## config.mk

```make
export PLATFORM = sky130hd
export DESIGN_NAME = idma_rd_sync_resi_rdata_merge
export DESIGN_NICKNAME = d
export VERILOG_FILES = /design/src/rtl/idma_rd_sync_resi_rdata_merge.sv
export SDC_FILE = /design/constraint.sdc
export NUM_CORES = 1
export LEC_CHECK = 0
export BUFFER_PORTS_ARGS = -buffer_cell sky130_fd_sc_hd__buf_4
export CAP_MARGIN = 10
export CORE_AREA = 3 3 208 210
export CTS_CLUSTER_DIAMETER = 100
export DETAILED_ROUTE_END_ITERATION = 16
export DIE_AREA = 0 0 211 213
export PLACE_DENSITY = 0.72
export SYNTH_ARGS = -nofsm -noshare
export SYNTH_HDL_FRONTEND = slang
export SYNTH_SLANG_ARGS = --single-unit
export TNS_END_PERCENT = 10
```

## constraint.sdc

```tcl
create_clock -name clk -period 6.45 [get_ports clk]
set_input_delay 0.645 -clock clk [delete_from_list [all_inputs] [get_ports clk]]
set_output_delay 0.645 -clock clk [all_outputs]
set_load 0.05 [all_outputs]
```

## src/rtl/idma_rd_sync_resi_rdata_merge.sv

```systemverilog
// Residual merge of alternating fmapA/fmapB read beats into
// lane-wise saturated int8 sums with per-pair write addresses.
module idma_rd_sync_resi_rdata_merge (
    input  logic         clk,
    input  logic         rst_n,
    input  logic         rd_req,
    input  logic         rd_resi_mode,
    input  logic [15:0]  rd_resi_loop_num,
    input  logic [31:0]  rd_resi_waddr_base,
    input  logic [15:0]  rd_resi_addr_gap,
    input  logic         rdata_valid,
    input  logic [127:0] rdata,
    output logic         rdata_ready,
    output logic         resi_wvalid,
    input  logic         resi_wready,
    output logic [127:0] resi_wdata,
    output logic [31:0]  resi_waddr,
    output logic         resi_wlast,
    output logic         resi_busy,
    output logic         resi_done
);

    typedef enum logic [1:0] {
        IDLE,
        WAIT_A,
        WAIT_B
    } state_t;

    state_t       state;
    state_t       state_nxt;
    logic [15:0]  loop_last;
    logic [15:0]  pair_cnt;
    logic [31:0]  gap_q;
    logic [31:0]  addr_acc;
    logic [127:0] a_buf;
    logic [127:0] sum;
    logic         start;
    logic         beat_hs;
    logic         out_hs;
    logic         is_last;

    function automatic logic [7:0] sat8(input logic [7:0] a, input logic [7:0] b);
        logic [8:0] s;
        s = {a[7], a} + {b[7], b};
        if (s[8] != s[7]) begin
            return s[8] ? 8'h80 : 8'h7f;
        end
        return s[7:0];
    endfunction

    assign start   = (state == IDLE) && !resi_busy && rd_req && rd_resi_mode;
    assign beat_hs = rdata_valid && rdata_ready;
    assign out_hs  = resi_wvalid && resi_wready;
    assign is_last = (pair_cnt == loop_last);

    always_comb begin
        sum = '0;
        for (int i = 0; i < 16; i++) begin
            sum[i*8 +: 8] = sat8(a_buf[i*8 +: 8], rdata[i*8 +: 8]);
        end
    end

    always_comb begin
        state_nxt   = state;
        rdata_ready = 1'b0;
        unique case (state)
            IDLE: begin
                if (start) state_nxt = WAIT_A;
            end
            WAIT_A: begin
                rdata_ready = 1'b1;
                if (rdata_valid) state_nxt = WAIT_B;
            end
            WAIT_B: begin
                // B may only land once the output register can take the sum
                rdata_ready = !resi_wvalid || resi_wready;
                if (rdata_valid && rdata_ready) begin
                    state_nxt = is_last ? IDLE : WAIT_A;
                end
            end
            default: state_nxt = IDLE;
        endcase
    end

    always_ff @(posedge clk) begin
        if (!rst_n) begin
            state       <= IDLE;
            loop_last   <= '0;
            pair_cnt    <= '0;
            gap_q       <= '0;
            addr_acc    <= '0;
            a_buf       <= '0;
            resi_wvalid <= 1'b0;
            resi_wdata  <= '0;
            resi_waddr  <= '0;
            resi_wlast  <= 1'b0;
            resi_busy   <= 1'b0;
            resi_done   <= 1'b0;
        end else begin
            state     <= state_nxt;
            resi_done <= out_hs && resi_wlast;
            if (start) begin
                loop_last <= (rd_resi_loop_num == 16'd0) ? 16'd0
                                                         : rd_resi_loop_num - 16'd1;
                gap_q     <= {16'd0, rd_resi_addr_gap};
                addr_acc  <= rd_resi_waddr_base;
                pair_cnt  <= '0;
                resi_busy <= 1'b1;
            end
            if (out_hs && resi_wlast) begin
                resi_busy <= 1'b0;
            end
            if (state == WAIT_A && beat_hs) begin
                a_buf <= rdata;
            end
            if (state == WAIT_B && beat_hs) begin
                resi_wvalid <= 1'b1;
                resi_wdata  <= sum;
                resi_waddr  <= addr_acc;
                resi_wlast  <= is_last;
                addr_acc    <= addr_acc + gap_q;
                if (!is_last) pair_cnt <= pair_cnt + 16'd1;
            end else if (out_hs) begin
                resi_wvalid <= 1'b0;
            end
        end
    end

endmodule

```

==> results of run 1 <==
## sequential cells by signal, summed over array words and instances, names as in the netlist
name,count
resi_done,1
gap_q,16
loop_last,16
resi_busy,1
resi_waddr,32
a_buf,128
pair_cnt,16
state,2
addr_acc,32
resi_wlast,1
resi_wdata,128
resi_wvalid,1
## stage by stage
stage,cells,setup WS [ps],util (%),total power [mW]
floorplan,2558,3808,-,3.440
global placement,3332,2895,56.69,3.787
detailed placement,3332,2772,56.69,3.820
CTS,3399,2827,59.81,6.141
global route,3400,2490,59.81,6.392
finish,3401,2798,59.82,6.092
## worst max-delay path, delay by kind of cell, from the launching register on
family,cells,cell delay (ps)
flops,1,400
compound gates,4,1510
fa+ha+maj,1,450
simple gates,1,270
buf+inv,2,830
## routing by layer
metal	track usage [%]	vias up	part of all wire (%)
li1	-	9440	-
met1	30.75	8820	43
met2	41.20	493	46
met3	6.362	121	6.4
met4	9.400	0	3.8
met5	0	-	0
## Yosys cell counts, drive strengths merged, types with 21 or more instances
library cell / instances
a21o: 30
inv: 96
a21oi: 375
nand2: 467
nor2b: 31
maj3: 102
nand3: 22
a211oi: 21
nor3: 23
xor2: 85
nor2: 137
ha: 152
o21ai: 201
dfxtp: 374
xnor2: 44
clkbuf: 124
## final timing paths
path,startpoint,to,slack [ps],depth (start not counted)
max,state[1],addr_acc[22],2800,8
min,rd_resi_addr_gap[0],gap_q[0],330,3
max reg2reg,state[1],addr_acc[22],2800,8
min reg2reg,a_buf[126],a_buf[126],460,2
## cell families after synthesis
| group | after synthesis | share of synthesized area, % |
|---|---|---|
| xor gates and xnor gates | 129 | 5.464 |
| adders and majority gates | 271 | 15.78 |
| buffers and inverters | 234 | 4.290 |
| and+or+nand+nor | 775 | 16.20 |
| DFF | 374 | 36.21 |
| muxes | 12 | 0.5809 |
| AOI/OAI and AO/OA | 763 | 21.47 |
## layout make-up
type | count | share of cell area [%]
Antenna cell | 2 | 0.02004
Clock buffer | 65 | 5.169
Clock inverter | 2 | 0.04007
Inverter | 97 | 1.488
Multi-Input combinational cell | 1950 | 49.43
Sequential cell | 374 | 29.97
Tap cell | 539 | 2.700
Timing Repair Buffer | 372 | 11.18
## report_power, final
| group | total [mW] | switching (mW) | internal, mW |
|---|---|---|---|
| clock | 2.31 | 0.944 | 1.36 |
| combinational | 1.27 | 0.753 | 0.513 |
| sequential | 2.52 | 0.0907 | 2.43 |
| total | 6.09 | 1.79 | 4.30 |
==> flow_summary.yaml, run 1 <==
run_status:
  status: "complete, no violations"
placement:
  gp_congestion: 0.8794
  io_buffers: 362
  placed_area_sq_um: 23670
  dp_hpwl_um: 40490
power:
  powerDensity_nw_per_um2: 243.9
  leakage_nw: 10.45
  ir_drop_v: 0.0001956
yosys:
  synth_ff_type: "dfxtp_1"
  synth_top_area_cell: "dfxtp_1"
  synth_edf_count: 0
  async_flop_share_pct: 0
  avgSynthCellArea_sq_um: 8.083
  synth_cell_types: 70
  synthTopCellsByArea: "dfxtp_1, ha_1, a21oi_1"
  syn_nets: 2925
  postSynthCellCount: 2558
  synth_warnings: 0
  syn_area_sq_um: 20680
  yosysSeqAreaShare_pct: 36.21
  yosysTopAreaCellShare_pct: 36.21
  ys_ff_latch: 374
clock_network:
  worstSkewPairLatency_ps: 560
  post_cts_resized: 0
  ctsHoldBuffers: 0
  root_buffer: "clkbuf_16"
  clock_sinks: 374
  cts_buffers: 43
  cts_buffer_depth: 3
  cts.clk_slew.worst_paths_ps: 60
  post-cts-setup-buffers: 0
  htreeDepth: 2
  cts_tree: "yes"
layout:
  fin_area_sq_um: 24980
  regArea_sq_um: 7487
  drive_above_1_share_pct: 16.57
  area_growth_pct: 20.81
  mostFrequentLayoutCells: "nand2_1, a21oi_1, dfxtp_1, buf_4, o21ai_0"
  nFillCells: 3653
  mostFrequentLayoutCell: "nand2_1"
  nets: 3205
  multi_input_area_sq_um: 12350
global_routing:
  grt_overflow_total: 0
  grt_use_total_pct: 24.65
  grt_pass1_vias: 18290
  grt_pass1_wl_um: 91640
  antenna_found_initial: 2
  grt_max_degree: 166
sta:
  fin_crit_ps: 3652
  relSlewSlack_pct: 27.89
  hold_viol: 0
  fmax_ghz: 0.2738
  fin_skew_ps: 19.13
  tightest_slew_ps: 1082
  rsz0062_at_grt: "no"
  hold_slack_ps: 331.9
  fin_crit_sh_pct: 56.63
  setup_viol: 0
  report.final.slew_viol_count: 0
  setup_tns_ps: 0
hold_path:
  hp-class: "in -> reg"
die:
  die_width_um: 211
  rows: 75
  io_pins: 363
  start_util_pct: 49.52
  die_area_sq_um: 44940
  core_sq_um: 41760
  die_height_um: 213
routing:
  drc: 0
  final_antenna_net_count: 0
  vias_per_cell: 5.550
  vias: 18870
  dr.pass1.iters: 5
  drt-total-wl_um: 57520
  wl_per_cell_um: 16.91
  drt_iter0_drc: 1149
worst_setup_path:
  required_ps: 6900
  cpMaxStageDelayCell: "o2111a_4"
  cpPeakStageDelay_ps: 920
  cp-end-kind: "flop"
  path_cells: "inv_1 > ha_1 > o2111a_4 > buf_4 > nor2_1 > a21oi_1 > o221ai_1 > a32o_1"
  startpoint_type: "flop"
  critPathMaxFanout: 105
  arrival_ps: 4110
  critical_path_class: "reg -> reg"
flow_run:
  cap_violations: 0
No activity file was read; power rests on OpenSTA's default activity.
==> inputs of run 2 (changes only) <==
==> constraint.sdc (replaced) <==
create_clock -name clk -period 3.5 [get_ports clk]
set_input_delay 0.35 -clock clk [delete_from_list [all_inputs] [get_ports clk]]
set_output_delay 0.35 -clock clk [all_outputs]
set_load 0.05 [all_outputs]
==> flow_summary.yaml, run 2 (same netlist as run 1, synthesis figures left out) <==
layout:
  area_growth_pct: 22.56
  nFillCells: 3671
  drive_above_1_share_pct: 17.44
  layout.cells.non_filler: 3421
  multi_input_area_sq_um: 12350
  regArea_sq_um: 7487
  mostFrequentLayoutCells: "nand2_1, buf_4, a21oi_1, dfxtp_1, o21ai_0"
  top_regs: "a_buf (128), resi_wdata (128)"
  fin_area_sq_um: 25340
  nets: 3215
  mostFrequentLayoutCell: "nand2_1"
power:
  powerDensity_nw_per_um2: 470.2
  p_sw_share_pct: 28.65
  power_frac_seq_pct: 38.9
  p_switching_mw: 3.414
  internal_power_mw: 8.502
  power_mw: 11.92
  ir_drop_v: 0.0003358
  p_comb_share_pct: 19.8
  leakage_nw: 10.64
  power.clock.fraction_pct: 41.2
worst_setup_path:
  required_ps: 3950
  cpMaxStageDelayCell: "o31ai_4"
  r2r_start: "addr_acc[0]"
  critical_path_class: "reg -> reg"
  startpoint_type: "flop"
  arrival_ps: 3390
  critPathMaxFanout: 12
  cpPeakStageDelay_ps: 570
  crit_start: "addr_acc[0]"
  path_cells: "ha_1 > fa_1 > a21o_1 > a221o_1 > nand3_1 > o211ai_2 > o31ai_4 > mux2i_1 > a311o_1"
  cp-end-kind: "flop"
sta:
  relSlewSlack_pct: 41.93
  tightest_slew_ps: 871.1
  fin_crit_ps: 2939
  fin_skew_ps: 12.19
  hold_viol: 0
  report.final.slew_viol_count: 0
  hold_slack_ps: 33.41
  setup_tns_ps: 0
  fin_crit_sh_pct: 83.96
  setup_viol: 0
  rsz0062_at_grt: "no"
  fmax_ghz: 0.3403
placement:
  gp_congestion: 0.8939
  dp_hpwl_um: 41180
  dp.cells: 3342
  placed_area_sq_um: 23790
  io_buffers: 362
die:
  die_width_um: 211
  die_area_sq_um: 44940
  rows: 75
  io_pins: 363
  core_sq_um: 41760
  start_util_pct: 49.52
  die_height_um: 213
clock_network:
  post_cts_resized: 0
  cts.clk_slew.worst_paths_ps: 60
  post-cts-setup-buffers: 0
  root_buffer: "clkbuf_16"
  cts_tree: "yes"
  cts_buffers: 43
  ctsHoldBuffers: 0
  htreeDepth: 2
  worstSkewPairLatency_ps: 570
  clock_sinks: 374
  cts_buffer_depth: 3
global_routing:
  grt_max_degree: 130
  grt_pass1_wl_um: 93900
  grt_use_total_pct: 25.11
  antenna_found_initial: 3
  grt_overflow_total: 0
  grt_pass1_vias: 18950
hold_path:
  worst_hold_startpoint: "rd_resi_addr_gap[14]"
  hp-class: "in -> reg"
routing:
  dr.pass1.iters: 5
  drc: 0
  drt_iter0_drc: 1075
  wl_per_cell_um: 16.92
  vias: 18920
  final_antenna_net_count: 0
  drt-total-wl_um: 57880
  vias_per_cell: 5.530
flow_run:
  cap_violations: 0
run_status:
  status: "complete, no violations"
==> run 2: path summary, 6_finish.rpt <==
check / endpoint / slack, ps / cells past startpoint
setup / recovery: addr_acc[16] / 560 / 9
setup reg to reg: addr_acc[16] / 560 / 9
hold / removal: gap_q[14] / 30 / 3
hold reg to reg: resi_waddr[14] / 450 / 2
==> run 2: power groups by stage <==
stage,combinational (mW),sequential [mW],clock (mW)
finish,2.36,4.64,4.91
global route,2.62,4.67,5.17
CTS,2.36,4.64,5.01
detailed placement,2.34,4.73,0
global placement,2.29,4.72,0
floorplan,1.48,4.86,0
==> run 2: metal layers <==
| metal | GRT usage (%) | wire length, um | up-vias |
|---|---|---|---|
| met5 | 0 | 0 | - |
| met1 | 31.15 | 24990 | 8834 |
| met2 | 43.08 | 27380 | 482 |
| met3 | 5.319 | 3605 | 116 |
| met4 | 9.561 | 1905 | 0 |
| li1 | - | - | 9485 |
==> run 2: cell type report <==
type,count,area share (%)
Timing Repair Buffer,382,11.46
Tap cell,539,2.661
Inverter,97,1.466
Sequential cell,374,29.54
Antenna cell,3,0.02962
Multi-Input combinational cell,1950,48.73
Clock buffer,57,5.016
Clock inverter,19,1.091
==> run 2: stage by stage <==
step | util [%] | setup WS (ps)
floorplan | - | 991.0
global placement | 56.96 | 637.4
detailed placement | 56.96 | 575.6
CTS | 60.67 | 561.4
global route | 60.69 | 426.3
finish | 60.69 | 561.5
==> run 2: critical path, delay by kind of cell, from the launching register on <==
kind,cells,cell delay (ps)
fa+ha+maj,2,650
flops,1,330
mux,1,160
simple gates,1,110
compound gates,5,1570
==> inputs of run 3 (changes only) <==
==> constraint.sdc (replaced) <==
create_clock -name clk -period 2.87 [get_ports clk]
set_input_delay 0.287 -clock clk [delete_from_list [all_inputs] [get_ports clk]]
set_output_delay 0.287 -clock clk [all_outputs]
set_load 0.05 [all_outputs]
==> flow_summary.yaml, run 3 (same netlist as run 1, synthesis figures left out) <==
placement:
  io_buffers: 362
  dp_hpwl_um: 42600
  placed_area_sq_um: 23920
  gp_congestion: 0.8885
global_routing:
  grt_max_degree: 102
  grt_pass1_wl_um: 99440
  grt_pass1_vias: 20190
  antenna_found_initial: 3
  grt_use_total_pct: 26.52
  grt_overflow_total: 0
routing:
  dr.pass1.iters: 5
  drt_iter0_drc: 1391
  wl_per_cell_um: 17.31
  drt-total-wl_um: 62140
  vias_per_cell: 5.594
  drc: 0
  final_antenna_net_count: 0
  vias: 20080
die:
  die_height_um: 213
  io_pins: 363
  start_util_pct: 49.52
  rows: 75
  core_sq_um: 41760
  die_width_um: 211
  die_area_sq_um: 44940
layout:
  mostFrequentLayoutCell: "nand2_1"
  top_regs: "a_buf (128), resi_wdata (128)"
  fin_area_sq_um: 26880
  nets: 3381
  mostFrequentLayoutCells: "nand2_1, buf_4, a21oi_1, dfxtp_1, o21ai_0"
  drive_above_1_share_pct: 16.65
  fin_util_pct: 64.38
  nFillCells: 3434
  area_growth_pct: 30.02
worst_setup_path:
  cp-end-kind: "flop"
  r2r_start: "gap_q[0]"
  critPathMaxFanout: 8
  critical_path_class: "in -> reg"
  startpoint_type: "input pin"
  worstRegToRegCells: 10
  cpMaxStageDelayCell: "dlygate4sd3_1"
  cpPeakStageDelay_ps: 530
  rrSetupSlack_ps: 170
  worst_r2r_endpoint: "addr_acc[22]"
  arrival_ps: 3210
  path_cells: "dlygate4sd3_1 > buf_4 > ha_1 > inv_1 > fa_1 > nor2b_1 > o21ai_0 > a21boi_0 > o31ai_1 > a31o_2 > maj3_1 > a21oi_1"
  required_ps: 3350
hold_path:
  worst_hold_startpoint: "rd_resi_waddr_base[1]"
  hp-class: "in -> reg"
  holdPathStages: 3
  min_to: "addr_acc[1]"
power:
  power.clock.fraction_pct: 38.3
  p_comb_share_pct: 22.0
  powerDensity_nw_per_um2: 531.0
  power_frac_seq_pct: 39.7
  internal_power_mw: 10.05
  leakage_nw: 11.26
  p_switching_mw: 4.230
  p_sw_share_pct: 29.63
  ir_drop_v: 0.0004707
flow_run:
  cap_violations: 0
sta:
  fin_skew_ps: 17.97
  report.final.slew_viol_count: 0
  relSlewSlack_pct: 49.01
  setup_viol: 0
  hold_viol: 0
  fin_crit_sh_pct: 95.25
  fin_crit_ps: 2734
  tightest_slew_ps: 759.3
  setup_tns_ps: 0
  rsz0062_at_grt: "no"
  fmax_ghz: 0.3658
clock_network:
  htreeDepth: 2
  cts.clk_slew.worst_paths_ps: 60
  clock_sinks: 374
  cts_buffers: 43
  worstSkewPairLatency_ps: 560
  cts_tree: "yes"
  cts_buffer_depth: 3
  root_buffer: "clkbuf_16"
run_status:
  status: "complete, no violations"
run 3: changes by cell type in the layout (fill, tap and decap cells not counted), sizes merged, moves of 3 or more:
cell and delta:
buf +12, bufinv -5, clkbuf +8, clkinv -6
diode +3, dlygate4sd3 +154
run 3: layout make-up:
type / instances / area (sq um) / area share, %
clock buffer: 65 / 1279 / 4.756
inverter: 97 / 371.6 / 1.382
sequential: 374 / 7487 / 27.85
antenna: 6 / 15.01 / 0.05585
timing repair buffer: 548 / 4591 / 17.08
tap: 539 / 674.4 / 2.508
multi-input combinational: 1950 / 12350 / 45.94
clock inverter: 11 / 116.4 / 0.4328
run 3: repair_timing:
item	CTS	global route
hold endpoints to repair	154	0
endpoints found under the setup margin	0	1
resized for setup	0	2
hold buffers	154	0
setup buffers	0	1
run 3: power by group through the flow:
stage	Sequential, mW	Clock (mW)	Combinational, mW
final	5.67	5.47	3.14
after global routing	5.69	5.77	3.43
after CTS	5.66	5.57	3.10
after detailed placement	5.77	0	2.89
after global placement	5.76	0	2.82
after floorplan	5.92	0	1.81
run 3: stage by stage:
stage                     power [mW]  cells  hold slack, ps  setup slack [ps]
after CTS                      14.32   3583          0.1185             143.7
after detailed placement       8.662   3353           450.7             161.0
final                          14.28   3590           29.07             136.4
after global routing           14.90   3587           30.15             27.97
after global placement         8.579   3353           444.9             223.0
after floorplan                7.731   2558           423.0             361.0
run 3: layer usage:
| metal | up-vias | track usage (%) | part of all wire, % |
|---|---|---|---|
| li1 | 9815 | - | - |
| met1 | 9414 | 31.73 | 42 |
| met5 | - | 0 | 0 |
| met4 | 0 | 11.73 | 4.2 |
| met2 | 670 | 46.33 | 48 |
| met3 | 183 | 5.319 | 6.1 |
run 3: worst max path at each step:
stage	from	endpoint	slack, ps	cells past startpoint
finish	rdata[88]	resi_wdata[90]	140	12
global placement	gap_q[0]	addr_acc[30]	220	10
detailed placement	addr_acc[0]	addr_acc[20]	160	10
CTS	addr_acc[0]	addr_acc[20]	140	10
floorplan	gap_q[0]	addr_acc[18]	360	10
global route	a_buf[88]	resi_wdata[90]	30	10
run 3: critical path, delay by kind of cell:
kind / cells / cell delay (ps)
AO/OA/AOI/OAI: 5 / 1090
adder cells (fa/ha/maj): 3 / 970
buffers and inverters: 3 / 710
AND/OR/NAND/NOR: 1 / 150
